## config.mk

```make
export PLATFORM = sky130hd
export DESIGN_NAME = xadc_drp_sequencer
export DESIGN_NICKNAME = d
export VERILOG_FILES = /design/src/rtl/xadc_pkg.sv /design/src/rtl/xadc_drp_sequencer.sv
export SDC_FILE = /design/constraint.sdc
export NUM_CORES = 1
export LEC_CHECK = 0
export ABC_AREA = 1
export BUFFER_PORTS_ARGS = -buffer_cell sky130_fd_sc_hd__buf_2
export CAP_MARGIN = 25
export CORE_MARGIN = 3
export CORE_UTILIZATION = 51
export DETAILED_ROUTE_END_ITERATION = 16
export HOLD_SLACK_MARGIN = 0.12
export PLACE_DENSITY_LB_ADDON = 0.12
export SLEW_MARGIN = 10
export SYNTH_ARGS = -nofsm -noshare
export SYNTH_HDL_FRONTEND = slang
export SYNTH_SLANG_ARGS = --single-unit
```

## constraint.sdc

```tcl
create_clock -name clk -period 2.4 [get_ports clk]
set_input_delay 0.12 -clock clk [delete_from_list [all_inputs] [get_ports clk]]
set_output_delay 0.12 -clock clk [all_outputs]
set_load 0.005 [all_outputs]
```

## src/rtl/xadc_pkg.sv

```systemverilog
// Shared types and DRP address constants for the XADC DRP sequencer.
package xadc_pkg;

   localparam int unsigned DRP_AW = 7;
   localparam int unsigned DRP_DW = 16;

   // Sequencer states
   typedef enum logic [2:0] {
      IDLE    = 3'd0,
      RD_REQ  = 3'd1,
      RD_WAIT = 3'd2,
      WR_REQ  = 3'd3,
      WR_WAIT = 3'd4
   } drp_state_t;

   // Commonly used XADC DRP register addresses
   localparam logic [DRP_AW-1:0] ADDR_TEMP   = 7'h00;
   localparam logic [DRP_AW-1:0] ADDR_VCCINT = 7'h01;
   localparam logic [DRP_AW-1:0] ADDR_VAUX6  = 7'h16;
   localparam logic [DRP_AW-1:0] ADDR_CFG0   = 7'h40;

endpackage

```

## src/rtl/xadc_drp_sequencer.sv

```systemverilog
// Owns the XADC DRP port: scans NUM_CH channel registers on every end-of-conversion
// and interleaves host register writes between scans.
module xadc_drp_sequencer
   import xadc_pkg::*;
#(
   parameter int unsigned                NUM_CH   = 2,
   parameter logic [NUM_CH*DRP_AW-1:0]   CH_ADDRS = {7'h03, ADDR_VAUX6},
   parameter int unsigned                TIMEOUT  = 255
) (
   input  logic                     clk,
   input  logic                     rst,
   input  logic                     eoc_in,
   output logic                     drp_den,
   output logic                     drp_dwe,
   output logic [DRP_AW-1:0]        drp_daddr,
   output logic [DRP_DW-1:0]        drp_di,
   input  logic [DRP_DW-1:0]        drp_do,
   input  logic                     drp_drdy,
   input  logic                     wr_req,
   input  logic [DRP_AW-1:0]        wr_addr,
   input  logic [DRP_DW-1:0]        wr_data,
   output logic                     wr_ack,
   output logic [NUM_CH*DRP_DW-1:0] sample,
   output logic [NUM_CH-1:0]        sample_valid,
   output logic                     scan_done,
   output logic                     timeout_err,
   input  logic                     err_clr
);

   localparam int unsigned CH_W  = (NUM_CH > 1) ? $clog2(NUM_CH) : 1;
   localparam int unsigned CNT_W = $clog2(TIMEOUT + 1);
   localparam logic [CH_W-1:0]  LAST_CH  = CH_W'(NUM_CH - 1);
   localparam logic [CNT_W-1:0] CNT_LIMIT = CNT_W'(TIMEOUT);

   drp_state_t        state;
   logic [CH_W-1:0]   ch;
   logic [CH_W-1:0]   ch_next_c;
   logic [CNT_W-1:0]  wait_cnt;
   logic              scan_pending;
   logic              wait_expired_c;

   // Channel index of the following read and wait-counter expiry
   assign ch_next_c      = ch + CH_W'(1);
   assign wait_expired_c = (wait_cnt == CNT_LIMIT);

   // Sequencer FSM with wait counter, scan bookkeeping and registered DRP/sample outputs
   always_ff @(posedge clk or posedge rst) begin
      if (rst) begin
         state        <= IDLE;
         ch           <= '0;
         wait_cnt     <= '0;
         scan_pending <= 1'b0;
         drp_den      <= 1'b0;
         drp_dwe      <= 1'b0;
         drp_daddr    <= '0;
         drp_di       <= '0;
         wr_ack       <= 1'b0;
         sample       <= '0;
         sample_valid <= '0;
         scan_done    <= 1'b0;
         timeout_err  <= 1'b0;
      end else begin
         // Strobes default low; a set later in this block overrides err_clr
         drp_den      <= 1'b0;
         drp_dwe      <= 1'b0;
         drp_di       <= '0;
         wr_ack       <= 1'b0;
         sample_valid <= '0;
         scan_done    <= 1'b0;
         if (eoc_in) scan_pending <= 1'b1;
         if (err_clr) timeout_err <= 1'b0;

         unique case (state)
            IDLE: begin
               // wr_ack high means the held request was just serviced
               if (wr_req && !wr_ack) begin
                  state     <= WR_REQ;
                  drp_den   <= 1'b1;
                  drp_dwe   <= 1'b1;
                  drp_daddr <= wr_addr;
                  drp_di    <= wr_data;
               end else if (scan_pending) begin
                  state     <= RD_REQ;
                  ch        <= '0;
                  drp_den   <= 1'b1;
                  drp_daddr <= CH_ADDRS[DRP_AW-1:0];
                  if (!eoc_in) scan_pending <= 1'b0;
               end
            end

            RD_REQ: begin
               state    <= RD_WAIT;
               wait_cnt <= '0;
            end

            RD_WAIT: begin
               if (drp_drdy || wait_expired_c) begin
                  if (drp_drdy) begin
                     sample[DRP_DW*32'(ch) +: DRP_DW] <= drp_do;
                     sample_valid <= NUM_CH'(1) << ch;
                  end else begin
                     timeout_err <= 1'b1;
                  end
                  if (ch == LAST_CH) begin
                     state     <= IDLE;
                     scan_done <= 1'b1;
                  end else begin
                     state     <= RD_REQ;
                     ch        <= ch_next_c;
                     drp_den   <= 1'b1;
                     drp_daddr <= CH_ADDRS[DRP_AW*32'(ch_next_c) +: DRP_AW];
                  end
               end else begin
                  wait_cnt <= wait_cnt + CNT_W'(1);
               end
            end

            WR_REQ: begin
               state    <= WR_WAIT;
               wait_cnt <= '0;
            end

            WR_WAIT: begin
               if (drp_drdy || wait_expired_c) begin
                  if (!drp_drdy) timeout_err <= 1'b1;
                  wr_ack <= 1'b1;
                  state  <= IDLE;
               end else begin
                  wait_cnt <= wait_cnt + CNT_W'(1);
               end
            end

            default: state <= IDLE;
         endcase
      end
   end

endmodule

```

**Yosys cells after proc, flatten, opt, wreduce, memory -nomap -nowiden**

Index checks and enable logic that the tools add are counted.

- Bits in read-only memories: 0
- Bits in registers: 75
- Output and inout port bits: 62
- Latch bits: 0
- Memories: 0
- Bits in writable memories: 0

- Shift-type cells: 4
- Multipliers: 1
- Equal/unequal tests: 12
- Divide/modulo/power cells: 0
- Mux-type cells: 45
- $add $sub $neg: 3
- Reduce and logical (&&, ||, !) cells: 13
- Bitwise gates (word level): 0
- $lt $le $gt $ge: 0

Operators with widths:

| cell | number |
|---|---|
| $neg 5->34 | 1 |
| $shift 16x34->32 const A | 1 |
| $shiftx 16x34->32 | 1 |
| $bwmux 32 | 1 |
| $mux 16 | 2 |
| $mux 7 | 4 |
| $mux 1 | 25 |
| $pmux 8 s2 | 1 |
| $pmux 3 s5 | 1 |
| $pmux 7 s2 | 1 |
| $shiftx 14x5->7 const A | 1 |
| $mux 3 | 4 |
| $ne 2x2->1 const B | 6 |
| $add 8x1->8 const B | 1 |
| $eq 8x8->1 const B | 1 |
| $mux 8 | 1 |
| $reduce_and 4->1 | 2 |
| $eq 3x2->1 const B | 2 |
| $mux 2 | 3 |
| $reduce_and 3->1 | 2 |
| $mul 3x1->4 const A | 1 |
| $pmux 1 s2 | 2 |
| $reduce_bool 2->1 | 2 |
| $reduce_or 2->1 | 2 |
| other kinds (10) | 10 |

**Logic depth before layout (Yosys ltp)**

- Depth after elaboration: 6
- Mapped depth: 9
- Depth with buffers taken out: 9

**Least setup slack after synthesis**

No wires, ideal clock.

- Path kind: reg-to-reg
- Start point: register wait_cnt[0]
- End point: register drp_daddr[0]
- Arrival: 1.202 ns
- Buffers on the path: 0
- Slack: 1.080 ns
- Data required time: 2.283 ns
- Cell stages (with the launch flop): 10
- Setup time: 0.117 ns
- Clock period less this slack: 1.320 ns
- Cells stage by stage: dfrtp_1 > ha_1 > nand2_2 > nor2_4 > nand2_4 > nand2_8 > nand2_8 > nand2_8 > nand2_1 > nand2_1

- Cells in the longest elaborated chain, start to end: 4

RTL lines:

| item | RTL line | source |
|---|---|---|
| from (decl) | xadc_drp_sequencer.sv:38 | `logic [CNT_W-1:0] wait_cnt;` |
| from (signal assigned) | xadc_drp_sequencer.sv:114 | `wait_cnt <= wait_cnt + CNT_W'(1);` |
| from (signal assigned) | xadc_drp_sequencer.sv:129 | `wait_cnt <= wait_cnt + CNT_W'(1);` |
| $eq 8x8->1 | xadc_drp_sequencer.sv:44 | `assign wait_expired_c = (wait_cnt == CNT_LIMIT);` |
| $logic_or 1x1->1 | xadc_drp_sequencer.sv:97 | `if (drp_drdy \|\| wait_expired_c) begin` |
| $ne 2x2->1 (no line) | n/a |  |
| $reduce_and 4->1 (no line) | n/a |  |
| to (signal assigned) | xadc_drp_sequencer.sv:80 | `drp_daddr <= wr_addr;` |
| to (signal assigned) | xadc_drp_sequencer.sv:86 | `drp_daddr <= CH_ADDRS[DRP_AW-1:0];` |
| to (signal assigned) | xadc_drp_sequencer.sv:111 | `drp_daddr <= CH_ADDRS[DRP_AW*32'(ch_next_c) +: DRP_AW];` |
| to (decl) | xadc_drp_sequencer.sv:15 | `output logic [DRP_AW-1:0] drp_daddr,` |

Every way passes these cells.
A chain may end at the register's enable or synchronous reset.

**Final worst setup path**

- Start point: register state[0]
- End point: register sample[29]

- Cells in the longest elaborated chain, start to end: 2

RTL lines:

| item | RTL line | source |
|---|---|---|
| from (decl) | xadc_drp_sequencer.sv:35 | `drp_state_t state;` |
| from (signal assigned) | xadc_drp_sequencer.sv:49 | `state <= IDLE;` |
| from (signal assigned) | xadc_drp_sequencer.sv:77 | `state <= WR_REQ;` |
| from (signal assigned) | xadc_drp_sequencer.sv:83 | `state <= RD_REQ;` |
| $eq 3x2->1 | xadc_drp_sequencer.sv:73 | `unique case (state)` |
| $reduce_and 3->1 (no line) | n/a |  |
| to (signal, indexed assignment) | xadc_drp_sequencer.sv:99 | `sample[DRP_DW*32'(ch) +: DRP_DW] <= drp_do;` |
| to (decl) | xadc_drp_sequencer.sv:23 | `output logic [NUM_CH*DRP_DW-1:0] sample,` |

Every way passes these cells.

==> results.md <==
- The flow ran to the end, and the final reports show no timing, DRC or antenna violations.
- The worst endpoint required time is between 2000 and 3000 ps.
- The worst path uses 69.4% of the clock period.
- The worst-path maximum fanout is 33.
- The number of global-route vias before repair was 2804.
- The post-synthesis area per instance is roughly 9.5 sq um.
- The overall die area is 7590 sq um.
- The layout filler cell count is roughly 440.
- The share of the Yosys chip area taken by registers is 55.9%.
- The final total negative setup slack is 0 ps.
- The antenna cell count is 0.
- The critical setup path kind is reg2reg.
- The leakage power summed over all cells is 2.50 nW.
- In this run, synthesis inferred 0 flip-flops with an integrated enable.
- The DRC violation total after the first TritonRoute iteration is 129.
- The detailed router placed 2796 vias in this run.
- The total clock sinks is 75.
- The worst setup path is captured at a flop.
- The cell count after synthesis came out at 354.
- The count of synthesis-stage warnings from yosys is 0.
- Multiplexer cells account for 0% of the synthesized area.
- The share of final-layout standard cells stronger than drive strength 1 is 35.4%.
- Clock tree synthesis selected as its root buffer the cell sky130_fd_sc_hd__clkbuf_8.
- The power share of the combinational group is 39.9%.
- The width of the die is 87.1 um.
- VDD sags by at most 0.656 mV.
- The share of the synthesized area in compound gates (AO/OA/AOI/OAI) is 10.4%.
- In this run, flip-flops and latches consume 42.3% of the power.
- Including well taps, the total number of placed cells is between 500 and 600.
- The count of different cell masters after synthesis is 25.
- The most used flip-flop cell after synthesis is sky130_fd_sc_hd__dfrtp_1.
- The max-slew violation count came to 0.
- The remaining routing DRC violations is 0.
- At the later pin of the worst-skew pair, clock insertion delay measures 330 ps.
- The number of standard cells in the final layout excluding fillers is 584.
- In the layout the commonest cells are sky130_fd_sc_hd__buf_2, sky130_fd_sc_hd__nand2_1, sky130_fd_sc_hd__dfrtp_1.
- The first TritonRoute pass finished after 4 iterations.
- The routed design has about 7600 um of wire.
- Setup repair after global routing left no endpoint under its margin.
- The clock network burns 17.8% of the power.
- After synthesis, the largest family of logic cells by area is simple AND/OR/NAND/NOR gates.
- The number of buffers added on ports is 106.
- The mean routed wirelength per cell is between 10 and 15 um.
- Clock-pin slew was measured on the worst setup and hold paths at roughly 80 ps.
- The number of instances on the worst hold path is 4.
- The worst pin sits at a relative slew slack of 52.0%.
- The floorplan step defined a core boundary enclosing 6130 sq um.
- The overflow left after global routing is 0.
- The pin count of the biggest net entering global routing is 76.
- The number of hold violations in the final report is 0.
- The switching share of total power is ~39%.
- The fraction of the mapped netlist area in adder cells is 0.373%.
- STA puts the critical path data arrival time at 1870 ps.
- The cts-stage hold buffer count is 42.
- The maximum buffer depth of the clock tree is 2.
- The kind of path behind the tightest hold check is in2reg.
- For this configuration, the core starts out at a cell density of 54.7%.
- The post-cts gate resize count is 0.
- Max-cap violations in this run came to 0.
- Once detailed placement completed, the half-perimeter wirelength came to 4910 um.
- The post-synthesis async set-or-reset flop share is 100%.
- The layout-stage area growth over the synthesis result is 34.1%.
- STA classifies the critical path startpoint as a flop.
- The most common cell after layout, fill and taps aside is sky130_fd_sc_hd__buf_2.
- The net count of the finished layout is 551.
- Once detail routing completed, the nets flagged for antenna violations numbered 0.
- For the pin with the worst max-slew slack, the measured transition is 717 ps.
- The final number of setup-violating endpoints is 0.
- The detailed-route vias per instance is 4.79.
- Counting I/O delays and the setup requirement, the final critical path takes 1670 ps.
- The first-pass GRT wire length is approximately 13000 um.
- The ratio of total power to cell area is 1020 nW/um^2.
- The net switching power is 1.78 mW.
- TritonCTS created 9 clock buffers.
- TritonCTS built the clock tree.
- The level count of the clock H-tree is 3.
- Of the total synthesized cell area, the portion taken by AND, OR, NAND and NOR gates is between 20% and 30%.
- The worst clock skew on the final layout is just over 4 ps.
- At the end of routability-driven placement, the weighted congestion stood at 0.806.
- The worst-case reg-to-reg path depth is 6.
- The number of synthesized register bits is 75.
- The number of antenna violations at the first check in global routing came to 0.
- The maximum clock rate is between 0.6 and 0.7 GHz.
- The total routing resource utilization after global routing is 21.4%.
- The setup fix buffers added after clock tree synthesis is 0.
- The synthesized netlist occupies a cell area of 3360 sq um.
- The die is roughly 87 um tall.
- The number of placement rows is 28.
- The total nets after synthesis is 400.
- The worst hold slack is between 200 and 300 ps.
- The number of primary I/O pins is 107.
- The synthesized-area fraction occupied by xor and xnor cells is 0%.
- The internal power of the cells is 2.80 mW.
==> kinds of logic after synthesis <==
family	after synthesis
and+or+nand+nor	182
buffers and inverters	53
AOI/OAI and AO/OA	43
DFF	75
adders and majority gates	1
==> layer usage <==
metal	routed length, um	GRT usage [%]	part of all wire, %
met2	3750	34.8	50
met1	3140	26.7	42
met5	0	0	0
met3	482	5.77	6.4
met4	191	9.76	2.5
==> path summary, 6_finish.rpt <==
kind	from	to	slack, ps
setup reg to reg	state[0]	sample[29]	730
max in group asynchronous	rst	sample[9]	1680
min in group asynchronous	rst	drp_di[0]	410
setup / recovery	state[0]	sample[29]	730
hold reg to reg	sample[10]	sample[10]	480
hold / removal	drp_drdy	timeout_err	300
==> per-stage QoR <==
stage | util [%] | area [sq um] | power (mW) | worst slack (ps)
CTS | 73.4 | 4500 | 4.61 | 701
global placement | 64.0 | 3920 | 3.68 | 800
detailed placement | 64.0 | 3920 | 3.74 | 708
floorplan | - | 3360 | 3.11 | 370
global route | 73.4 | 4500 | 4.93 | 565
finish | 73.4 | 4500 | 4.58 | 733
==> sequential cells by signal (all words and copies together), names as in the netlist <==
register / count
state: 3
drp_den: 1
drp_daddr: 7
wr_ack: 1
drp_dwe: 1
timeout_err: 1
sample: 32
drp_di: 16
scan_done: 1
scan_pending: 1
sample_valid: 2
ch: 1
wait_cnt: 8
==> area by class of cell <==
cell class                 count  area [sq um]  area share [%]
sequential                    75          1880            41.7
multi-input combinational    226          1230            27.4
timing repair buffer         150           978            21.7
inverter                      43           161            3.59
clock buffer                   9           124            2.75
tap                           75          93.8            2.09
clock inverter                 6          33.8           0.751
==> synth_stat cells, types with 3 or more instances <==
master | instances | share of area, %
sky130_fd_sc_hd__nor2_4 | 3 | 1.0
sky130_fd_sc_hd__dfrtp_1 | 75 | 56
sky130_fd_sc_hd__o21ai_2 | 33 | 8.6
sky130_fd_sc_hd__nor2_1 | 34 | 3.8
sky130_fd_sc_hd__nand3_1 | 23 | 3.4
sky130_fd_sc_hd__nand2_8 | 3 | 1.8
sky130_fd_sc_hd__inv_1 | 41 | 4.6
sky130_fd_sc_hd__nand2_2 | 7 | 1.3
sky130_fd_sc_hd__nand2_1 | 101 | 11
sky130_fd_sc_hd__o21ai_0 | 4 | 0.60
sky130_fd_sc_hd__buf_6 | 6 | 2.0
sky130_fd_sc_hd__nand2_4 | 4 | 1.3
==> critical path: stages (launching register included) <==
cell and delay [ps]:
sky130_fd_sc_hd__dfrtp_1 420, sky130_fd_sc_hd__nor2_4 160, sky130_fd_sc_hd__nand2_4 120, sky130_fd_sc_hd__nor2_2 110, sky130_fd_sc_hd__nand2_2 400, sky130_fd_sc_hd__nand2_1 240
sky130_fd_sc_hd__o21ai_2 70
==> power by group through the flow <==
stage	Sequential, mW	Clock [mW]	Combinational [mW]
3_3_place_gp	1.95	0	1.74
4_1_cts	1.93	0.830	1.85
5_1_grt	1.99	0.884	2.06
3_5_place_dp	1.95	0	1.79
2_1_floorplan	1.98	0	1.13
6_report	1.94	0.814	1.83
(Power assumes the default switching activity.)
